**config.mk**
```make
export PLATFORM = sky130hd
export DESIGN_NAME = module_control_unit
export DESIGN_NICKNAME = d
export VERILOG_FILES = /design/src/rtl/minicpu_pkg.sv /design/src/rtl/ctrl_clear_seq.sv /design/src/rtl/module_control_unit.sv
export SDC_FILE = /design/constraint.sdc
export NUM_CORES = 1
export LEC_CHECK = 0
export CAP_MARGIN = 10
export CORE_ASPECT_RATIO = 0.5
export CORE_MARGIN = 1.5
export CORE_UTILIZATION = 43
export DETAILED_ROUTE_END_ITERATION = 12
export HOLD_SLACK_MARGIN = 0.15
export PLACE_DENSITY = 0.82
export REMOVE_ABC_BUFFERS = 1
export SETUP_SLACK_MARGIN = 0.3
export SYNTH_ARGS = -nofsm -noshare
export SYNTH_HDL_FRONTEND = slang
export SYNTH_SLANG_ARGS = --single-unit
```
**constraint.sdc**
```tcl
create_clock -name clk -period 2.4 [get_ports clk]
set_input_delay 0.36 -clock clk [delete_from_list [all_inputs] [get_ports clk]]
set_output_delay 0.36 -clock clk [all_outputs]
set_load 0.05 [all_outputs]
```
**src/rtl/minicpu_pkg.sv**
```systemverilog
// Shared definitions for the mini-CPU control path: opcodes, instruction field
// positions, decoded-instruction record and the control FSM state type.
package minicpu_pkg;

  localparam int unsigned INSTR_BITS = 18;
  localparam int unsigned REG_AW     = 4;
  localparam int unsigned DATA_W     = 16;

  localparam logic [2:0] OP_LOAD    = 3'd0;
  localparam logic [2:0] OP_ADD     = 3'd1;
  localparam logic [2:0] OP_ADDI    = 3'd2;
  localparam logic [2:0] OP_SUB     = 3'd3;
  localparam logic [2:0] OP_SUBI    = 3'd4;
  localparam logic [2:0] OP_MUL     = 3'd5;
  localparam logic [2:0] OP_CLEAR   = 3'd6;
  localparam logic [2:0] OP_DISPLAY = 3'd7;

  localparam int unsigned F_OP_LSB   = 15;
  localparam int unsigned F_DEST_LSB = 11;
  localparam int unsigned F_SRC1_LSB = 7;
  localparam int unsigned F_SRC2_LSB = 3;
  localparam int unsigned F_SIGN_BIT = 6;
  localparam int unsigned F_IMM_LSB  = 0;

  typedef enum logic [2:0] {
    S_IDLE,
    S_DECODE,
    S_READ,
    S_EXEC,
    S_WRITE,
    S_CLR
  } ctrl_state_t;

  // src2 and sign/imm overlap in the word; both views are kept
  typedef struct packed {
    logic [2:0]        op;
    logic [REG_AW-1:0] dest;
    logic [REG_AW-1:0] src1;
    logic [REG_AW-1:0] src2;
    logic              sign;
    logic [5:0]        imm;
  } instr_fields_t;

  function automatic instr_fields_t decode_instr(input logic [INSTR_BITS-1:0] w);
    instr_fields_t f;
    f.op   = w[F_OP_LSB   +: 3];
    f.dest = w[F_DEST_LSB +: REG_AW];
    f.src1 = w[F_SRC1_LSB +: REG_AW];
    f.src2 = w[F_SRC2_LSB +: REG_AW];
    f.sign = w[F_SIGN_BIT];
    f.imm  = w[F_IMM_LSB  +: 6];
    return f;
  endfunction

endpackage

```
**src/rtl/ctrl_clear_seq.sv**
```systemverilog
// Register-address sweep for CLEAR: counts 0..NREGS-1 while run is high,
// flags the last address and returns to 0 afterwards.
module ctrl_clear_seq
  import minicpu_pkg::*;
#(
  parameter int unsigned NREGS = 16
) (
  input  logic              clk,
  input  logic              rst_n,
  input  logic              run,
  output logic [REG_AW-1:0] cnt,
  output logic              done
);

  assign done = run && (cnt == REG_AW'(NREGS - 1));

  always_ff @(posedge clk or negedge rst_n) begin
    if (!rst_n) begin
      cnt <= '0;
    end else if (run && !done) begin
      cnt <= cnt + REG_AW'(1);
    end else begin
      cnt <= '0;
    end
  end

endmodule

```
**src/rtl/module_control_unit.sv**
```systemverilog
// Control stage ahead of module_alu: fetch operands, drive the ALU, write back,
// plus CLEAR/DISPLAY sequencing. Optional instr_count under CTRL_INSTR_COUNT_EN.
module module_control_unit
  import minicpu_pkg::*;
#(
  parameter int unsigned INSTR_W = 18,
  parameter int unsigned NREGS   = 16,
  parameter int unsigned ALU_LAT = 1
) (
  input  logic               clk,
  input  logic               rst_n,
  input  logic               instr_valid,
  input  logic [INSTR_W-1:0] instr,
  output logic               instr_ready,
  output logic [3:0]         rd_addr1,
  output logic [3:0]         rd_addr2,
  input  logic [15:0]        rd_data1,
  input  logic [15:0]        rd_data2,
  output logic [2:0]         opcode,
  output logic               sinalImm,
  output logic [5:0]         Imm,
  output logic [15:0]        v1ULA,
  output logic [15:0]        v2ULA,
  input  logic [15:0]        valorGuardarULA,
  output logic               wr_en,
  output logic [3:0]         wr_addr,
  output logic [15:0]        wr_data,
  output logic [15:0]        disp_value,
  output logic               disp_valid
`ifdef CTRL_INSTR_COUNT_EN
  ,
  output logic [15:0]        instr_count
`endif
);

  ctrl_state_t       state;
  ctrl_state_t       state_nxt;
  instr_fields_t     fld;
  logic [7:0]        exec_cnt;
  logic              exec_last;
  logic              disp_fire;
  logic              clr_run;
  logic              clr_done;
  logic [REG_AW-1:0] clr_cnt;

  // EXEC spans the ALU input register plus ALU_LAT result stages
  assign exec_last = (exec_cnt == 8'(ALU_LAT));
  assign disp_fire = (state == S_READ) && (fld.op == OP_DISPLAY);
  assign clr_run   = (state == S_CLR);
  assign rd_addr1  = fld.src1;
  assign rd_addr2  = fld.src2;

  ctrl_clear_seq #(.NREGS(NREGS)) u_clear_seq (
    .clk  (clk),
    .rst_n(rst_n),
    .run  (clr_run),
    .cnt  (clr_cnt),
    .done (clr_done)
  );

  always_ff @(posedge clk or negedge rst_n) begin
    if (!rst_n) begin
      state <= S_IDLE;
    end else begin
      state <= state_nxt;
    end
  end

  always_comb begin
    state_nxt = state;
    unique case (state)
      S_IDLE:   if (instr_valid) state_nxt = S_DECODE;
      S_DECODE: state_nxt = S_READ;
      S_READ: begin
        if (fld.op == OP_DISPLAY)    state_nxt = S_IDLE;
        else if (fld.op == OP_CLEAR) state_nxt = S_CLR;
        else                         state_nxt = S_EXEC;
      end
      S_EXEC:   if (exec_last) state_nxt = S_WRITE;
      S_WRITE:  state_nxt = S_IDLE;
      S_CLR:    if (clr_done) state_nxt = S_IDLE;
      default:  state_nxt = S_IDLE;
    endcase
  end

  always_comb begin
    instr_ready = (state == S_IDLE);
    wr_en       = 1'b0;
    wr_addr     = '0;
    wr_data     = '0;
    case (state)
      S_WRITE: begin
        wr_en   = 1'b1;
        wr_addr = fld.dest;
        wr_data = valorGuardarULA;
      end
      S_CLR: begin
        wr_en   = 1'b1;
        wr_addr = clr_cnt;
      end
      default: ;
    endcase
  end

  always_ff @(posedge clk or negedge rst_n) begin
    if (!rst_n) begin
      fld        <= '0;
      exec_cnt   <= '0;
      opcode     <= 3'b000;
      sinalImm   <= 1'b0;
      Imm        <= '0;
      v1ULA      <= '0;
      v2ULA      <= '0;
      disp_valid <= 1'b0;
      disp_value <= '0;
    end else begin
      if (state == S_IDLE && instr_valid) begin
        fld <= decode_instr(instr);
      end
      exec_cnt <= (state == S_EXEC) ? exec_cnt + 8'd1 : '0;
      if (state == S_READ) begin
        opcode   <= fld.op;
        sinalImm <= fld.sign;
        Imm      <= fld.imm;
        v1ULA    <= rd_data1;
        v2ULA    <= rd_data2;
      end
      disp_valid <= disp_fire;
      if (disp_fire) begin
        disp_value <= rd_data1;
      end
    end
  end

`ifdef CTRL_INSTR_COUNT_EN
  always_ff @(posedge clk or negedge rst_n) begin
    if (!rst_n) begin
      instr_count <= '0;
    end else if ((state == S_WRITE) || (clr_run && clr_done) || disp_fire) begin
      instr_count <= instr_count + 16'd1;
    end
  end
`endif

endmodule

```
# After elaboration in Yosys (flattened, before gate mapping)
# Index checks and enable logic that the tools add are counted.
dict set report totals {
  reg_bits 96
  in_bits 69
  output_inout_bits 89
  wordCells 49
}
dict set report classes {
  n_addsub 2
  n_eq_ne 12
  n_mux 11
  n_reduce_logical 8
}
# cell n
set ops {}
lappend ops {{16-bit 2-to-1 mux} 1}
lappend ops {{3-bit 2-to-1 mux} 5}
lappend ops {{3-bit one-hot mux with 5 select lines} 1}
lappend ops {{3-bit == test, second input constant} 4}
lappend ops {{8-bit by 1-bit adder with 8-bit output, second input constant} 1}
lappend ops {{8-bit by 1-bit == test with 1-bit output, second input constant} 1}
lappend ops {{8-bit 2-to-1 mux} 1}
lappend ops {{4-bit one-hot mux with 2 select lines} 1}
lappend ops {{3-bit by 2-bit == test with 1-bit output, second input constant} 2}
lappend ops {{2-bit != test, second input constant} 3}
lappend ops {{4-bit by 1-bit adder with 4-bit output, second input constant} 1}
lappend ops {{4-bit == test, second input constant} 1}
lappend ops {{1-bit logical AND} 4}
lappend ops {{4-bit 2-to-1 mux} 1}
lappend ops {{3-bit by 1-bit == test with 1-bit output, second input constant} 1}
lappend ops {{3-bit zero test} 1}
lappend ops {{3-bit AND reduction} 1}
lappend ops {{2-bit OR reduction} 1}
lappend ops {{1-bit zero test} 1}
lappend ops {{1-bit 2-to-1 mux} 1}

# Longest topological paths before layout
# Gate-level depths: netlist of run 1.
dict set report depth {
  word_depth 5
  depth_mapped 6
  depth_no_buf 5
}

# Modules after synthesis
# Synthesis of run 1 repeated with hierarchy kept, for this count alone.
dict set report unflattened {
  cells_unflattened 274
  hier_area_um2 3832.4
}
# mod instances cells_per_inst area_each_um2 seq_area_each_um2
set modules_own_cells {}
lappend modules_own_cells {module_control_unit 1 259 3658.5 2202.1}
lappend modules_own_cells {ctrl_clear_seq 1 15 173.9 100.1}

# Worst setup path after synthesis of run 1
# OpenSTA, ideal clock, no wires.
dict set report synth_path {
  kind {register to register}
  start {register state[1]}
  end {register fld[15] (netlist name)}
  setup_ns 0.125
  arrival_ns 2.550
  required_time_ns 2.275
  slack_ns -0.275
  stages_incl_launch_ff 7
  n_path_buf 3
  synth_period_minus_slack_ns 2.675
  cell_sequence {dfrtp_1 -> buf_2 -> nor3_1 -> and2_1 -> buf_2 -> buf_4 -> mux2_2}
}
dict set report synth_via {
  elab_chain_cells 2
}
# element line
set synth_rtl {}
lappend synth_rtl {{from (decl)} module_control_unit.sv:36} ;# ctrl_state_t state;
lappend synth_rtl {{from (signal assigned)} module_control_unit.sv:65} ;# state <= state_nxt;
lappend synth_rtl {{3-bit zero test} n/a}
lappend synth_rtl {{named net instr_ready} module_control_unit.sv:14} ;# output logic instr_ready,
lappend synth_rtl {{1-bit logical AND} module_control_unit.sv:117} ;# if (state == S_IDLE && instr_valid) begin
lappend synth_rtl {{to (signal assigned)} module_control_unit.sv:118} ;# fld <= decode_instr(instr);
lappend synth_rtl {{to (decl)} module_control_unit.sv:38} ;# instr_fields_t fld;
# The timed path passes the listed nets, and every way through them passes these cells.
# A chain may end at the register's enable or synchronous reset.

# Worst setup path in the final report of run 1
dict set report layout_path {
  start {register state[1]}
  end {output wr_data[9]}
}
dict set report layout_via {
  elab_chain_cells 2
}
# element line
set layout_rtl {}
lappend layout_rtl {{3-bit == test} module_control_unit.sv:91} ;# case (state)
lappend layout_rtl {{16-bit 2-to-1 mux} module_control_unit.sv:91}
lappend layout_rtl {{to (decl)} module_control_unit.sv:27} ;# output logic [15:0] wr_data,
# Every way passes these cells.

==> metrics.md, run 1 <==
| Metric | Value |
|---|---|
| Largest net degree at the start of global routing | `between 50 and 60` |
| Clock share of power | `16.3%` |
| Met2 usage | `around a third` |
| GPL Wtd Cong | `~0.76` |
| Final Util | `approximately two thirds` |
| First-pass GRT wire length | `around 14,000 um` |
| CP delay by family, top | `simple AND/OR/NAND/NOR gates` |
| Vias per cell | `around 4.9` |
| Final hold violations | `0` |
| GRT met1 Usage | `between 20% and 30%` |
| Initial Utilization | `between 40% and 50%` |
| Final setup margin | `0.339 ns` |
| Post-synthesis cell count | `about 270` |
| Max-cap check violation count | `0` |
| Routed len/inst | `approximately 16 um` |
| Synthesized area | `between 3000 and 4000 um2` |
| Final Setup Violations | `0` |
| Most common cell after layout, fill and taps aside | `clkdlybuf4s50_1` |
| Die height | `69.6 um` |
| Worst Hold Class | `reg -> reg` |
| # fillers | `599` |
| Maximum VDD drop | `~0.001 V` |
| Yosys warnings | `0` |
| P_int | `5.13 mW` |
| Sink Count | `92` |
| Critical path arrival | `1.70 ns` |
| Deepest clock path buffer count | `2` |
| Crit path max fanout | `16` |
| Part of the cycle the worst path needs | `a little under nine tenths` |
| Synth area leaders | `dfrtp_1 (60%), mux2_2 (20%), and2_1 (3.0%)` |
| Post-Place Worst Slack | `about 0.44 ns` |
| Crit-path slowest cell | `dfrtp_2` |
| Number of H-tree levels | `3` |
| Die area | `9470 um2` |
| Num ports | `roughly 160` |
| Inserted Diodes | `0` |
| Top FF cell, synth | `dfrtp_1` |
| Slew Limit Fails | `0` |
| Seq pwr share | `about 30%` |
| Switching Fraction | `43.6%` |
| DRC | `0` |
| Via count | `between 2,000 and 3,000` |
| WL final | `a little under 9000 um` |
| DR iter-0 viols | `approximately 140` |
| Post-Syn Area per Cell | `about 14 um2` |
| Overflow after GRT | `0` |
| Worst setup EP type | `primary output` |
| Met3 GRT Util | `under 10%` |
| Initial antenna violation count | `0` |
| Final Critical Period | `just over 2 ns` |
| Skew-Pair Late Insertion Delay | `0.33 ns` |
| Pwr per Cell Area | `about 1500 nW/um2` |
| Cell area after layout | `around 6000 um2` |
| P&R area growth vs syn | `55.5%` |
| Area leader, netlist | `dfrtp_1` |
| DR pass1 iterations | `4` |
| Post-synth top area share | `between 60 and 70%` |
| Post-DP HPWL | `6470 um` |
| Register area share after synthesis | `slightly above 60%` |
| Core Area | `~8600 um2` |
| TritonCTS clock tree | `built` |
| Number of flops mapped to enable cells by yosys | `0` |
| Core Rows | `24` |
| Placed Cells incl. Taps | `530` |
| Worst path bufs/invs | `2` |
| Async set-reset flop share out of synthesis | `between 90% and 100%` |
| RSZ-0062 raised after global routing | `true` |
| Crit Path Category | `reg -> out` |
| #FFs+latches synth | `92` |
| Clock transition at path regs | `around 0.060 ns` |
| Status | `completed` |
| Chip width | `136 um` |
| Switching pwr | `between 3 and 4 mW` |
| Number of global-route vias before repair | `~2,700` |
| Leak | `around 2.5 nW` |
| Critical Path RT | `~2.0 ns` |
| Overall global routing resource usage | `between 10% and 20%` |
| CP startpoint kind | `flop` |
| Busiest grt layer | `met2` |
| Detail Route Antenna Nets | `0` |
| Worst-path cell chain | `nand2b_2, nor2_1, buf_4, and2_1, buf_12` |
| Num CTS Buffers | `9` |
| Synth unique cells | `33` |
| Comb power frac | `53.9%` |
| Non-Filler Instances | `547` |
| Worst-case clock skew | `0.00434 ns` |
| CTS root buffer | `clkbuf_16` |
| IO Port Bufs | `around 160` |
| Critical Path Max Stage Delay | `between 0.4 and 0.5 ns` |
| Layout cell share with drive strength beyond 1 | `about a quarter` |
| Area after DPL | `5600 um2` |
| Max Clk Rate | `around 490 MHz` |
| Final nets | `between 400 and 500` |
| Commonest cells after routing, fill and taps aside | `clkdlybuf4s50_1 (134), dfrtp_1 (91), mux2_2 (67)` |
| Relative slew slack | `54.5%` |
| Worst Max-Slew Pin Slew | `0.676 ns` |
[layout make-up]
class                           count  area [um2]  area share [%]
Clock buffer                       11         243            4.09
Clock inverter                      5        75.1            1.27
Inverter                            2        7.51           0.127
Multi-Input combinational cell    156        1370            23.1
Sequential cell                    92        2300            38.8
Tap cell                          117         146            2.47
Timing Repair Buffer              164        1780            30.1
[worst reg2reg max path, cell delays in order (launching register included)]
cell     delay [ns]
dfrtp_1        0.57
nor3_1         0.43
and2_1         0.18
buf_4          0.27
mux2_2         0.38
[sequential cells by signal (all words and copies together) (netlist names)]
signal           count
v2ULA               16
fld                 10
disp_value          16
opcode               3
state                3
v1ULA               16
rd_addr1             4
u_clear_seq.cnt      4
disp_valid           1
rd_addr2             4
exec_cnt             8
sinalImm             1
Imm                  6
[cells by family (layout without fill, tap and decap cells)]
family,Yosys count,count (layout),synth area share [%]
AO/OA/AOI/OAI,13,13,2.20
flip-flops,92,92,60.4
AND/OR/NAND/NOR,55,55,8.07
adder cells (fa/ha/maj),3,3,0.985
XOR/XNOR,5,5,1.15
buffers and inverters,23,182,3.71
multiplexers,80,80,23.5
[path summary, 6_finish.rpt]
kind                                                 start  cells past startpoint                          to  slack, ns
min in group asynchronous                            rst_n                      2       opcode[0]$_DFFE_PN0N_       0.52
worst max-delay path                  state[1]$_DFFE_PN0P_                      5                  wr_data[9]       0.34
worst min register to register  disp_value[11]$_DFFE_PN0P_                      1  disp_value[11]$_DFFE_PN0P_       0.49
max in group asynchronous                            rst_n                      3   disp_value[8]$_DFFE_PN0P_       1.22
worst max register to register        state[0]$_DFFE_PN0P_                      4         fld[16]$_DFFE_PN0P_       0.46
worst min-delay path            disp_value[11]$_DFFE_PN0P_                      1  disp_value[11]$_DFFE_PN0P_       0.49
[metrics by stage]
stage | total power [mW] | hold WS [ns] | setup TNS [ns]
after floorplan | 5.90 | 0.0644 | -16.57
after global placement | 7.55 | 0.356 | 0
after detailed placement | 7.64 | 0.353 | 0
after CTS | 9.17 | 0.488 | 0
after global routing | 9.50 | 0.508 | 0
final | 9.10 | 0.486 | 0
[layer usage]
layer	wire length (um)	vias up	part of all wire (%)
met2	4580	88	52
li1	-	1243	-
met1	3580	1336	40
met3	530	18	6.0
met4	191	0	2.2
met5	0	-	0
[power groups by stage]
stage	registers [mW]	clock network, mW	logic, mW
CTS	2.71	1.52	4.94
global placement	2.68	0	4.87
floorplan	4.66	0	1.24
global route	2.81	1.58	5.11
detailed placement	2.72	0	4.92
finish	2.71	1.49	4.90
[cell usage after synthesis, types with 2 or more instances]
library cell   n
buf_4         10
nor2_1        16
or3_1          3
xor2_1         3
ha_1           3
buf_2          8
o211ai_1       2
a21oi_1        4
inv_1          2
mux2_1         9
dfrtp_1       92
nand3_1        4
mux2_2        67
nand2_1        4
nand4_1        2
and2_1        18
mux2i_1        4
o21ai_0        3
xnor2_1        2
clkbuf_1       2
[what timing repair did]
item,4_1_cts,5_1_grt
setup buffers,0,0
pin swaps,0,0
resized for setup,3,0
cloned,0,0
hold endpoints to repair,36,0
setup endpoints to repair,5,8
hold buffers,1,0
(Power assumes the default switching activity.)
==> run 2: changes to the inputs <==
--- a/config.mk
+++ b/config.mk
@@ -8,10 +8,10 @@
 export CAP_MARGIN = 10
 export CORE_ASPECT_RATIO = 0.5
 export CORE_MARGIN = 1.5
-export CORE_UTILIZATION = 43
+export CORE_UTILIZATION = 39
 export DETAILED_ROUTE_END_ITERATION = 12
 export HOLD_SLACK_MARGIN = 0.15
-export PLACE_DENSITY = 0.82
+export PLACE_DENSITY = 0.79
 export REMOVE_ABC_BUFFERS = 1
 export SETUP_SLACK_MARGIN = 0.3
 export SYNTH_ARGS = -nofsm -noshare
==> constraint.sdc (replaced) <==
create_clock -name clk -period 1.7 [get_ports clk]
set_input_delay 0.255 -clock clk [delete_from_list [all_inputs] [get_ports clk]]
set_output_delay 0.255 -clock clk [all_outputs]
set_load 0.05 [all_outputs]
==> metrics.md, run 2 (synthesized netlist as in run 1, its figures left out) <==
| Metric | Value |
|---|---|
| GPL Wtd Cong | `0.803` |
| Final Critical Period | `~1.7 ns` |
| Overall global routing resource usage | `between 10% and 20%` |
| Via count | `between 2,000 and 3,000` |
| Setup TNS | `-0.265 ns` |
| Status | `finished, violations left` |
| Final Setup Violations | `11` |
| Final hold violations | `0` |
| Failing checks | `negative setup slack` |
| Max Clk Rate | `approximately 580 MHz` |
| Deepest clock path buffer count | `2` |
| Number of global-route vias before repair | `between 2,000 and 3,000` |
| Post-DP HPWL | `about 6700 um` |
| Critical path arrival | `about 2.0 ns` |
| Worst Hold Class | `in -> async` |
| Hold_ws | `0.389 ns` |
| Post-Place Worst Slack | `-0.0109 ns` |
| Num ports | `around 160` |
| Relative slew slack | `between 70% and 80%` |
| Sink Count | `92` |
| Clock transition at path regs | `about 0.060 ns` |
| Worst-case clock skew | `~0.0044 ns` |
| Worst-path cell chain | `buf_4, nor3b_4, and4_4, clkbuf_16, mux2_4` |
| Critical Path Max Stage Delay | `0.41 ns` |
| Commonest cells after routing, fill and taps aside | `dfrtp_1 (90), buf_4 (79), clkdlybuf4s50_1 (67)` |
| Power after layout | `around 14 mW` |
| Area after DPL | `5660 um2` |
| TritonCTS clock tree | `built` |
| RSZ-0062 raised after global routing | `true` |
| CP delay by family, top | `simple AND/OR/NAND/NOR gates` |
| Core Rows | `25` |
| Largest registers | `disp_value x16, v1ULA x16, v2ULA x16` |
| GRT met1 Usage | `between 20 and 25%` |
| Crit path max fanout | `8` |
| Worst Max-Slew Pin Slew | `slightly below 0.4 ns` |
| First-pass GRT wire length | `14,800 um` |
| Met3 GRT Util | `~5.9%` |
| # fillers | `roughly 630` |
| Chip width | `around 140 um` |
| Final nets | `between 500 and 600` |
| Worst path bufs/invs | `2` |
| P&R area growth vs syn | `71.3%` |
| Busiest grt layer | `met2` |
| Initial antenna violation count | `0` |
| Routed len/inst | `roughly 19 um` |
| Max-cap check violation count | `0` |
| Final setup margin | `-0.0366 ns` |
| Number of H-tree levels | `3` |
| Most common cell after layout, fill and taps aside | `dfrtp_1` |
| Pwr per Cell Area | `between 2000 and 2500 nW/um2` |
| Slew Limit Fails | `0` |
| CP startpoint kind | `flop` |
| DR pass1 iterations | `5` |
| Leak | `2.90 nW` |
| Core Area | `between 9000 and 10,000 um2` |
| Maximum VDD drop | `a little under 0.001 V` |
| Inserted Diodes | `0` |
| Overflow after GRT | `0` |
| Vias per cell | `~5` |
| IO Port Bufs | `about 160` |
| Detail Route Antenna Nets | `0` |
| DRC | `0` |
| Crit-path slowest cell | `dfrtp_2` |
| Final Util | `68.9%` |
| Largest net degree at the start of global routing | `between 40 and 50` |
| Die area | `10,400 um2` |
| Cell area after layout | `between 6000 and 7000 um2` |
| Placed Cells incl. Taps | `~560` |
| Die height | `~73 um` |
| Num CTS Buffers | `9` |
| Critical Path RT | `about 1.9 ns` |
| WL final | `approximately 11,000 um` |
| DR iter-0 viols | `230` |
| Skew-Pair Late Insertion Delay | `between 0.3 and 0.4 ns` |
| CTS root buffer | `clkbuf_16` |
| Layout cell share with drive strength beyond 1 | `54.7%` |
| Initial Utilization | `around two fifths` |
| Part of the cycle the worst path needs | `102%` |
| Met2 usage | `35.0%` |
| Non-Filler Instances | `slightly below 600` |
| Crit Path Category | `reg -> reg` |
| Worst setup EP type | `flop` |
==> run 2: routing by layer <==
metal  routed length (um)  vias up
met1                 4310     1525
met4                  233        0
met5                    0        -
met2                 6020       95
met3                  535       30
li1                     -     1303
==> run 2: cell type report <==
type	count	area, um2	area share [%]
Tap cell	135	169	2.59
Clock buffer	14	284	4.35
Multi-Input combinational cell	156	1620	24.8
Timing Repair Buffer	192	2130	32.7
Clock inverter	1	5.00	0.0767
Sequential cell	92	2300	35.3
Inverter	2	10.0	0.153
==> run 2: worst paths after layout <==
path / from / endpoint / slack, ns / cells past startpoint
setup / recovery: state[0]$_DFFE_PN0P_ / disp_value[13]$_DFFE_PN0P_ / -0.04 / 5
hold / removal: rst_n / rd_addr2[3]$_DFFE_PN0P_ / 0.39 / 2
setup reg to reg: state[0]$_DFFE_PN0P_ / disp_value[13]$_DFFE_PN0P_ / -0.04 / 5
hold reg to reg: disp_value[7]$_DFFE_PN0P_ / disp_value[7]$_DFFE_PN0P_ / 0.48 / 1
max in group asynchronous: rst_n / disp_value[14]$_DFFE_PN0P_ / 0.68 / 3
min in group clk: disp_value[7]$_DFFE_PN0P_ / disp_value[7]$_DFFE_PN0P_ / 0.48 / 1
==> run 2: report_power, final <==
group	switching, mW	internal (mW)	total, mW
clock network	0.779	1.14	1.92
registers	0.620	3.19	3.81
logic	4.72	3.39	8.11
==> run 2: what timing repair did <==
action	CTS	global route
endpoints found under the setup margin	101	105
pin swaps	16	9
resized for setup	52	36
gates cloned	1	9
endpoints found under the hold margin	27	0
buffers inserted	3	4
hold buffers	1	0
==> run 2: worst register-to-register path, cell delays in order (launching register included) <==
cell,delay [ns]
dfrtp_2,0.41
buf_4,0.17
nor3b_4,0.21
and4_4,0.32
clkbuf_16,0.20
mux2_4,0.31
